[src/rtl/alt_vipcti130_vid2is_pkg.sv]
// alt_vipcti130_vid2is_pkg: sequencer state codes and restart counter width shared with the control readback
package alt_vipcti130_vid2is_pkg;
  localparam int RESTART_COUNT_WIDTH = 8;
  typedef enum logic [2:0] {
    S_IDLE        = 3'd0,
    S_WAIT_STABLE = 3'd1,
    S_WAIT_SOF    = 3'd2,
    S_RUN         = 3'd3,
    S_STOP        = 3'd4,
    S_FLUSH       = 3'd5,
    S_RECOVER     = 3'd6
  } seq_state_e;
  function automatic logic [RESTART_COUNT_WIDTH-1:0] sat_inc(input logic [RESTART_COUNT_WIDTH-1:0] v);
    return &v ? v : v + 1'b1;
  endfunction
endpackage

[src/rtl/alt_vipcti130_vid2is_seq_if.sv]
// alt_vipcti130_vid2is_seq_if: control, video status and FIFO signals around the capture sequencer
interface alt_vipcti130_vid2is_seq_if #(parameter int USED_WORDS_WIDTH = 15);
  import alt_vipcti130_vid2is_pkg::*;
  logic enable;
  logic stable;
  logic resolution_valid;
  logic sof;
  logic field;
  logic overflow_sticky;
  logic [USED_WORDS_WIDTH-1:0] usedw;
  logic fifo_write_en;
  logic fifo_flush;
  logic is_output_enable;
  logic clear_overflow_sticky;
  logic [2:0] state;
  logic [RESTART_COUNT_WIDTH-1:0] restart_count;
  logic timeout_irq;
  modport slave (
    input  enable, stable, resolution_valid, sof, field, overflow_sticky, usedw,
    output fifo_write_en, fifo_flush, is_output_enable, clear_overflow_sticky, state, restart_count, timeout_irq
  );
  modport master (
    output enable, stable, resolution_valid, sof, field, overflow_sticky, usedw,
    input  fifo_write_en, fifo_flush, is_output_enable, clear_overflow_sticky, state, restart_count, timeout_irq
  );
endinterface

[src/rtl/alt_vipcti130_vid2is_stable_filter.sv]
// alt_vipcti130_vid2is_stable_filter: armed pulses once good has held STABLE_CYCLES consecutive cycles while run
module alt_vipcti130_vid2is_stable_filter #(
  parameter int STABLE_CYCLES = 16
) (
  input  logic clk,
  input  logic rst_n,
  input  logic run,
  input  logic good,
  output logic armed
);
  localparam int CW = STABLE_CYCLES > 1 ? $clog2(STABLE_CYCLES) : 1;
  logic [CW-1:0] cnt;
  assign armed = run && good && cnt == CW'(STABLE_CYCLES - 1);
  always_ff @(posedge clk or negedge rst_n)
    if (!rst_n) cnt <= '0;
    else cnt <= run && good && !armed ? cnt + CW'(1) : '0;
endmodule

[src/rtl/alt_vipcti130_vid2is_seq.sv]
// alt_vipcti130_vid2is_seq: Vid2IS capture sequencer; define VID2IS_SEQ_WATCHDOG_EN for the WAIT_SOF watchdog
module alt_vipcti130_vid2is_seq
  import alt_vipcti130_vid2is_pkg::*;
#(
  parameter int USED_WORDS_WIDTH = 15,
  parameter int STABLE_CYCLES    = 16,
  parameter int INTERLACED       = 1
`ifdef VID2IS_SEQ_WATCHDOG_EN
  , parameter int WATCHDOG_CYCLES = 2**20
`endif
) (
  input logic clk,
  input logic rst_n,
  alt_vipcti130_vid2is_seq_if.slave bus
);
  seq_state_e st, nst;
  logic good, armed, take_sof, clr_d, inc_d, wd_hit;
  assign good = bus.stable && bus.resolution_valid;
  assign take_sof = bus.sof && (INTERLACED == 0 || !bus.field);
  assign bus.state = st;
  alt_vipcti130_vid2is_stable_filter #(.STABLE_CYCLES(STABLE_CYCLES)) u_filter (
    .clk(clk), .rst_n(rst_n), .run(st == S_WAIT_STABLE), .good(good), .armed(armed)
  );
`ifdef VID2IS_SEQ_WATCHDOG_EN
  logic [20:0] wd_cnt;
  assign wd_hit = wd_cnt == 21'(WATCHDOG_CYCLES - 1);
  always_ff @(posedge clk or negedge rst_n)
    if (!rst_n) begin
      wd_cnt <= '0;
      bus.timeout_irq <= 1'b0;
    end else begin
      wd_cnt <= st == S_WAIT_SOF && nst == S_WAIT_SOF ? wd_cnt + 21'd1 : '0;
      bus.timeout_irq <= st == S_WAIT_SOF && bus.stable && nst == S_WAIT_STABLE;
    end
`else
  assign wd_hit = 1'b0;
  assign bus.timeout_irq = 1'b0;
`endif
  always_comb begin
    nst = st;
    clr_d = 1'b0;
    inc_d = 1'b0;
    case (st)
      S_IDLE:        nst = bus.enable ? S_WAIT_STABLE : S_IDLE;
      S_WAIT_STABLE: nst = !bus.enable ? S_IDLE : armed ? S_WAIT_SOF : S_WAIT_STABLE;
      S_WAIT_SOF:    nst = !bus.stable ? S_WAIT_STABLE : !bus.enable ? S_IDLE :
                           take_sof ? S_RUN : wd_hit ? S_WAIT_STABLE : S_WAIT_SOF;
      S_RUN:         nst = bus.overflow_sticky || !good ? S_FLUSH : !bus.enable ? S_STOP : S_RUN;
      S_STOP:        nst = bus.overflow_sticky ? S_FLUSH : bus.sof ? S_IDLE : S_STOP;
      S_FLUSH: begin
        clr_d = bus.usedw == USED_WORDS_WIDTH'(0);
        nst = clr_d ? S_RECOVER : S_FLUSH;
      end
      S_RECOVER: begin
        inc_d = !bus.overflow_sticky;
        nst = !inc_d ? S_RECOVER : bus.enable ? S_WAIT_STABLE : S_IDLE;
      end
      default:       nst = S_IDLE;
    endcase
  end
  // outputs decode the next state so they line up with the state register
  always_ff @(posedge clk or negedge rst_n)
    if (!rst_n) begin
      st <= S_IDLE;
      bus.fifo_write_en <= 1'b0;
      bus.is_output_enable <= 1'b0;
      bus.fifo_flush <= 1'b0;
      bus.clear_overflow_sticky <= 1'b0;
      bus.restart_count <= '0;
    end else begin
      st <= nst;
      bus.fifo_write_en <= nst == S_RUN || nst == S_STOP;
      bus.is_output_enable <= nst == S_RUN || nst == S_STOP;
      bus.fifo_flush <= nst == S_FLUSH;
      bus.clear_overflow_sticky <= clr_d;
      if (inc_d) bus.restart_count <= sat_inc(bus.restart_count);
    end
endmodule

[src/flat_wrapper.sv]
// flat-port wrapper written by rule: the top's interface ports become plain ports
module alt_vipcti130_vid2is_seq_flat import alt_vipcti130_vid2is_pkg::*;
#(
  parameter int USED_WORDS_WIDTH = 15,
  parameter int STABLE_CYCLES    = 16,
  parameter int INTERLACED       = 1

)
  (clk, rst_n, bus_enable, bus_stable, bus_resolution_valid, bus_sof, bus_field, bus_overflow_sticky, bus_usedw, bus_fifo_write_en, bus_fifo_flush, bus_is_output_enable, bus_clear_overflow_sticky, bus_state, bus_restart_count, bus_timeout_irq);
  alt_vipcti130_vid2is_seq_if #(.USED_WORDS_WIDTH(USED_WORDS_WIDTH)) bus_i ();
  input logic clk;
  input logic rst_n;
  input wire logic [$bits(bus_i.enable)-1:0] bus_enable;
  input wire logic [$bits(bus_i.stable)-1:0] bus_stable;
  input wire logic [$bits(bus_i.resolution_valid)-1:0] bus_resolution_valid;
  input wire logic [$bits(bus_i.sof)-1:0] bus_sof;
  input wire logic [$bits(bus_i.field)-1:0] bus_field;
  input wire logic [$bits(bus_i.overflow_sticky)-1:0] bus_overflow_sticky;
  input wire logic [$bits(bus_i.usedw)-1:0] bus_usedw;
  output wire logic [$bits(bus_i.fifo_write_en)-1:0] bus_fifo_write_en;
  output wire logic [$bits(bus_i.fifo_flush)-1:0] bus_fifo_flush;
  output wire logic [$bits(bus_i.is_output_enable)-1:0] bus_is_output_enable;
  output wire logic [$bits(bus_i.clear_overflow_sticky)-1:0] bus_clear_overflow_sticky;
  output wire logic [$bits(bus_i.state)-1:0] bus_state;
  output wire logic [$bits(bus_i.restart_count)-1:0] bus_restart_count;
  output wire logic [$bits(bus_i.timeout_irq)-1:0] bus_timeout_irq;
  assign bus_i.enable = bus_enable;
  assign bus_i.stable = bus_stable;
  assign bus_i.resolution_valid = bus_resolution_valid;
  assign bus_i.sof = bus_sof;
  assign bus_i.field = bus_field;
  assign bus_i.overflow_sticky = bus_overflow_sticky;
  assign bus_i.usedw = bus_usedw;
  assign bus_fifo_write_en = bus_i.fifo_write_en;
  assign bus_fifo_flush = bus_i.fifo_flush;
  assign bus_is_output_enable = bus_i.is_output_enable;
  assign bus_clear_overflow_sticky = bus_i.clear_overflow_sticky;
  assign bus_state = bus_i.state;
  assign bus_restart_count = bus_i.restart_count;
  assign bus_timeout_irq = bus_i.timeout_irq;
  alt_vipcti130_vid2is_seq #(.USED_WORDS_WIDTH(USED_WORDS_WIDTH), .STABLE_CYCLES(STABLE_CYCLES), .INTERLACED(INTERLACED)) u_core (.clk(clk), .rst_n(rst_n), .bus(bus_i));
endmodule
[config.mk]
export PLATFORM = sky130hd
export DESIGN_NAME = alt_vipcti130_vid2is_seq_flat
export DESIGN_NICKNAME = d
export VERILOG_FILES = /design/src/rtl/alt_vipcti130_vid2is_pkg.sv /design/src/rtl/alt_vipcti130_vid2is_seq_if.sv /design/src/rtl/alt_vipcti130_vid2is_stable_filter.sv /design/src/rtl/alt_vipcti130_vid2is_seq.sv /design/src/flat_wrapper.sv
export SDC_FILE = /design/constraint.sdc
export NUM_CORES = 1
export LEC_CHECK = 0
export ABC_CLOCK_PERIOD_IN_PS = 1750
export CAP_MARGIN = 20
export CORE_ASPECT_RATIO = 0.8
export CORE_UTILIZATION = 40
export CTS_BUF_LIST = sky130_fd_sc_hd__clkbuf_8
export DETAILED_ROUTE_END_ITERATION = 10
export PLACE_DENSITY = 0.78
export SKIP_CTS_REPAIR_TIMING = 1
export SYNTH_ARGS = -nofsm -noshare
export SYNTH_HDL_FRONTEND = slang
export SYNTH_HIERARCHICAL = 1
export SYNTH_SLANG_ARGS = --single-unit
[constraint.sdc]
create_clock -name clk -period 1.75 [get_ports clk]
set_input_delay 0.35 -clock clk [delete_from_list [all_inputs] [get_ports clk]]
set_output_delay 0.35 -clock clk [all_outputs]
set_load 0.02 [all_outputs]
# [Yosys cells after proc, flatten, opt, wreduce, memory -nomap -nowiden]
# Cells that the tools add are included.
[totals] register_bits=18 input_bits=23 output_inout_bits=16
[classes] addsub=2 n_eq_ne=10 muxes=16 n_bitwise=1 reduce_logical=15
[op_table] op="$mux W3" count=8
[op_table] op="$pmux W3 S7" count=1
[op_table] op="$eq A3 B3 Y1 const B" count=5
[op_table] op="$logic_not A15 Y1" count=1
[op_table] op="$eq A3 B2 Y1 const B" count=3
[op_table] op="$add A8 B1 Y8 const B" count=1
[op_table] op="$reduce_and A8 Y1" count=1
[op_table] op="$logic_and A1 B1 Y1" count=5
[op_table] op="$add A4 B1 Y4 const B" count=1
[op_table] op="$eq A4 B4 Y1 const B" count=1
[op_table] op="$logic_not A1 Y1" count=4
[op_table] op="$mux W1" count=4
[op_table] op="$mux W2" count=2
[op_table] op="$mux W4" count=1
[op_table] op="$eq A3 B1 Y1 const B" count=1
[op_table] op="$logic_not A3 Y1" count=1
[op_table] op="$logic_or A1 B1 Y1" count=2
[op_table] op="$reduce_and A2 Y1" count=1
[op_table] op="$not A1 Y1" count=1

# [Logic depth before layout (Yosys ltp)]
[depth] ltp_word=8 ltp_mapped=9 mapped_depth_nobuf=8

# [By module]
# Netlist, hierarchy kept.
[modules_own_cells] mod="alt_vipcti130_vid2is_seq" instances=1 cells_per_inst=85 area_per_inst_um2=794.5
[modules_own_cells] mod="alt_vipcti130_vid2is_stable_filter" instances=1 cells_per_inst=17 area_per_inst_um2=183.9

# [Worst setup path before layout]
# No wires, ideal clock.
[synth_timing] path_type="register to register" startpoint="register u_core.st[0], in the netlist u_core/bus.state[0]" endpoint="register u_core.bus.is_output_enable" setup_time_ns=0.079 arrival_time_ns=1.893 required_time_ns=1.671 slack_ns=-0.222 path_stages_with_launch=10 path_buffers=1 cell_sequence="dfrtp_1 buf_2 nor3b_1 nand2_1 nor2_1 a211o_1 o21ai_0 o22ai_1 o211a_1 mux2i_1"
[synth_via] elab_chain_cells=8 elab_cells_between_ends=15 cone_classes="eq/ne (8); mux (3); reduce/logical (4)"
[synth_rtl] item="from (decl)" line_no="alt_vipcti130_vid2is_seq.sv:16" source="seq_state_e st, nst;"
[synth_rtl] item="from (signal assigned)" line_no="alt_vipcti130_vid2is_seq.sv:71" source="st <= nst;"
[synth_rtl] item="$eq A3 B1 Y1 (*)" line_no="alt_vipcti130_vid2is_seq.sv:22" source=".clk(clk), .rst_n(rst_n), .run(st == S_WAIT_STABLE), .good(good), .armed(armed)"
[synth_rtl] item="$logic_and A1 B1 Y1 (*) (2 in series)" line_no="alt_vipcti130_vid2is_stable_filter.sv:13" source="assign armed = run && good && cnt == CW'(STABLE_CYCLES - 1);"
[synth_rtl] item="net u_core.armed" line_no="alt_vipcti130_vid2is_seq.sv:17" source="logic good, armed, take_sof, clr_d, inc_d, wd_hit;"
[synth_rtl] item="$mux W2 (*)" line_no="alt_vipcti130_vid2is_seq.sv:45" source="S_WAIT_STABLE: nst = !bus.enable ? S_IDLE : armed ? S_WAIT_SOF : S_WAIT_STABLE;"
[synth_rtl] item="$mux W3 (*)" line_no="alt_vipcti130_vid2is_seq.sv:45"
[synth_rtl] item="$pmux W3 S7 (*)" line_no="alt_vipcti130_vid2is_seq.sv:43" source="case (st)"
[synth_rtl] item="$eq A3 B2 Y1 or $eq A3 B3 Y1 (tied branches)" line_no="alt_vipcti130_vid2is_seq.sv:73" source="bus.is_output_enable <= nst == S_RUN || nst == S_STOP;"
[synth_rtl] item="$logic_or A1 B1 Y1 (*)" line_no="alt_vipcti130_vid2is_seq.sv:73"
[synth_rtl] item="to (signal assigned)" line_no="alt_vipcti130_vid2is_seq.sv:66" source="bus.is_output_enable <= 1'b0;"
[synth_rtl] item="to (signal assigned)" line_no="alt_vipcti130_vid2is_seq.sv:73"
[synth_rtl] item="to (decl)" line_no="alt_vipcti130_vid2is_seq_if.sv:20" source="output fifo_write_en, fifo_flush, is_output_enable, clear_overflow_sticky, state, restart_count, timeout_irq"
# Mark *: on every way through the listed nets, which the timed path passes. The rest lies on a longest branch.
# A chain may end at the register's enable or synchronous reset.

# [Worst setup path after layout]
[layout_timing] startpoint="register u_core.st[2], in the netlist u_core/bus.state[2]" endpoint="register u_core.bus.is_output_enable"
# The elaborated chain is that of the path after synthesis.

==> impl_metrics.py <==
metrics = {
    "status": {
        "status": "finished with violations",
        "violations": "DRC",
    },
    "die": {
        "pin_count": 39,
        "core_area_um2": 2230,
        "die_w_um": 57.3,
        "row_count": 15,
        "start_util": 0.438,
        "die_h_um": 46.2,
        "die_area_um2": 2650,
    },
    "yosys": {
        "synth_area_leaders": "dfrtp_1 46%, xnor2_1 5.4%, nand2_1 3.8%",
        "synthAdderAreaFrac": 0.0256,
        "yosysSeqAreaShare": 0.460,
        "synth_xor_area_frac": 0.0806,
        "yosysMostFrequentCell": "dfrtp_1",
        "ys_ff_latch": 18,
        "synth_common_cells": "18 x dfrtp_1, 10 x nand2_1, 7 x nor2_1",
        "synth_area_um2": 978,
        "syn_avg_cell_area_um2": 9.59,
        "yosys_warnings": 6,
        "synth.area.mux_share": 0.0217,
        "synth_compound_area_frac": 0.0985,
        "ys_types": 36,
        "synth_top_area_share": 0.460,
        "synth_top_family_by_area": "simple AND/OR/NAND/NOR gates",
        "yosysTopAreaCell": "dfrtp_1",
        "syn_nets": 127,
        "synth-edff-count": 0,
        "yosys_most_used_dff": "dfrtp_1",
        "async_flop_share": 1.00,
        "yosys.area_share.simple": 0.263,
        "synthCells": 102,
    },
    "place": {
        "port_buffers": 37,
        "dpl.hpwl_mm": 1.74,
        "dpl.cell_count": 169,
        "post-place-ws_ns": -0.259,
        "gp_congestion": 0.915,
    },
    "global_routing": {
        "grt_pass1_vias": 743,
        "overflow": 0,
        "grt_max_degree": 19,
        "track_usage": 0.164,
        "antenna_found_initial": 0,
        "grt_pass1_wl_mm": 3.24,
    },
    "sta": {
        "hold_violations": 0,
        "setup_viol_count_final": 0,
        "fin_ws_ns": 0.0713,
        "clock_skew_ns": 0.00139,
        "drv_slew": 0,
        "max_freq_mhz": 596,
        "post-route-period-util": 0.959,
        "whs_ns": 0.423,
        "fin_crit_ns": 1.68,
        "rsz0062_at_grt": "true",
    },
    "routing": {
        "firstDrtPassIters": 9,
        "num_vias": 890,
        "routed_wl_mm": 2.16,
        "route.met2.wl_mm": 1.19,
        "wl_per_cell_um": 12.4,
        "wl_met1_um": 900,
        "wl_met3_um": 57,
        "drt-initial-drc-count": 18,
        "drc": 2,
        "vias_per_cell": 5.11,
        "top_layer_used": "met4",
        "ant_nets": 0,
    },
    "finish": {
        "drive_gt1_frac": 0.195,
        "finish.utilization": 0.684,
        "final_nets": 175,
        "areaGrowthSynthToFinish_pct": 56.1,
        "layout.cells.non_filler": 174,
        "antenna_cells": 0,
        "nFillCells": 164,
    },
    "cts": {
        "clock-root-buffer": "clkbuf_8",
        "cts_buffer_depth": 2,
        "cts_tree": "done",
        "clk_latency_ns": 0.25,
        "numCtsBuffers": 3,
        "cts_sinks": 18,
        "cts.clk_slew.worst_paths_ns": 0.06,
        "htree_num_levels": 1,
    },
    "worst_setup_path": {
        "endpoint_kind": "flop",
        "arrival_ns": 1.85,
        "worstSetupPathType": "flop to flop",
        "start_kind": "flop",
        "crit_fanout": 3,
        "crit_required_ns": 1.92,
    },
    "pwr": {
        "ir_drop_mv": 0.703,
        "power.density_nw_per_um2": 556,
        "leakage_nw": 0.744,
    },
    "job": {
        "drv_cap": 0,
    },
    "hold_path": {
        "min_path_type": "primary input to asynchronous set/reset pin",
    },
}
## flip-flops by register name (all words and copies together), names as in the netlist
register and cells:
u_core/bus.restart_count 8, u_core/bus.clear_overflow_sticky 1, u_core/bus.is_output_enable 1, u_core/bus.fifo_flush 1
u_core/u_filter/cnt 4, u_core/bus.state 3
## metrics by stage
stage          cell area [um2]  power [mW]  TNS [ns]
4_1_cts                   1500       0.862   -0.0371
3_3_place_gp              1440       0.530    -0.431
2_1_floorplan             1010       0.459         0
3_5_place_dp              1440       0.532    -0.572
5_1_grt                   1530       0.882   -0.0411
6_report                  1530       0.849         0
## final cells by class
cell class / instances / area [um2] / area share
multi-input cells: 75 / 504 / 0.330
repair buffers: 48 / 468 / 0.306
inverters: 4 / 15.0 / 0.00983
well taps: 25 / 31.3 / 0.0205
flip-flops and latches: 18 / 454 / 0.297
clock buffers: 4 / 55.1 / 0.0360
## cells in the final DEF, fill, tap and decap left out, types with 2 or more instances in the layout
cell type	count
clkdlybuf4s50_1	31
dfrtp_1	15
buf_4	11
nand2_1	9
dlymetal6s2s_1	6
nor2_1	6
xnor2_1	6
nand3_1	5
clkbuf_8	4
nand2b_1	4
nand4_1	4
inv_1	3
nor4_1	3
nor3_1	3
xor2_1	3
dfrtp_2	3
o22ai_1	2
a21o_1	2
a21oi_1	2
a31oi_1	2
and3_1	2
nand3_2	2
nor2_2	2
## path summary, 6_finish.rpt
check | from | endpoint | slack (ns) | cells after the start
min reg2reg | u_core/bus.restart_count[7] | u_core/bus.restart_count[7] | 0.49 | 1
min in group clk | u_core/bus.restart_count[7] | u_core/bus.restart_count[7] | 0.49 | 1
max | u_core/bus.state[2] | u_core/bus.is_output_enable | 0.07 | 8
max in group asynchronous | rst_n | u_core/bus.state[2] | 1.12 | 2
min | rst_n | u_core/bus.restart_count[3] | 0.42 | 2
max reg2reg | u_core/bus.state[2] | u_core/bus.is_output_enable | 0.07 | 8
## logic make-up after synthesis
group / count (synthesis)
simple gates: 47
flops: 18
compound gates: 14
xor+xnor: 9
buf+inv: 9
fa+ha+maj: 2
mux: 2
other cells: 1
## critical path, stage by stage (launching register included)
cell	delay [ns]
dfrtp_2	0.42
nor3b_4	0.23
nand2_2	0.08
nor2_2	0.12
a211o_1	0.12
o21ai_1	0.06
o22ai_1	0.17
o211a_1	0.22
mux2i_1	0.19
## report_power, final
group | switching, mW | total, mW | internal, mW
combinational | 0.0378 | 0.104 | 0.0663
clock | 0.123 | 0.323 | 0.199
sequential | 0.00255 | 0.422 | 0.419
total | 0.164 | 0.849 | 0.685
## routing by layer
layer  vias up  global-route usage
met5         -                   0
met4         0              0.0293
met3         2              0.0421
met2        12               0.313
met1       425               0.191
li1        451                   -
Note: power is estimated with default switching activity, not from simulation.
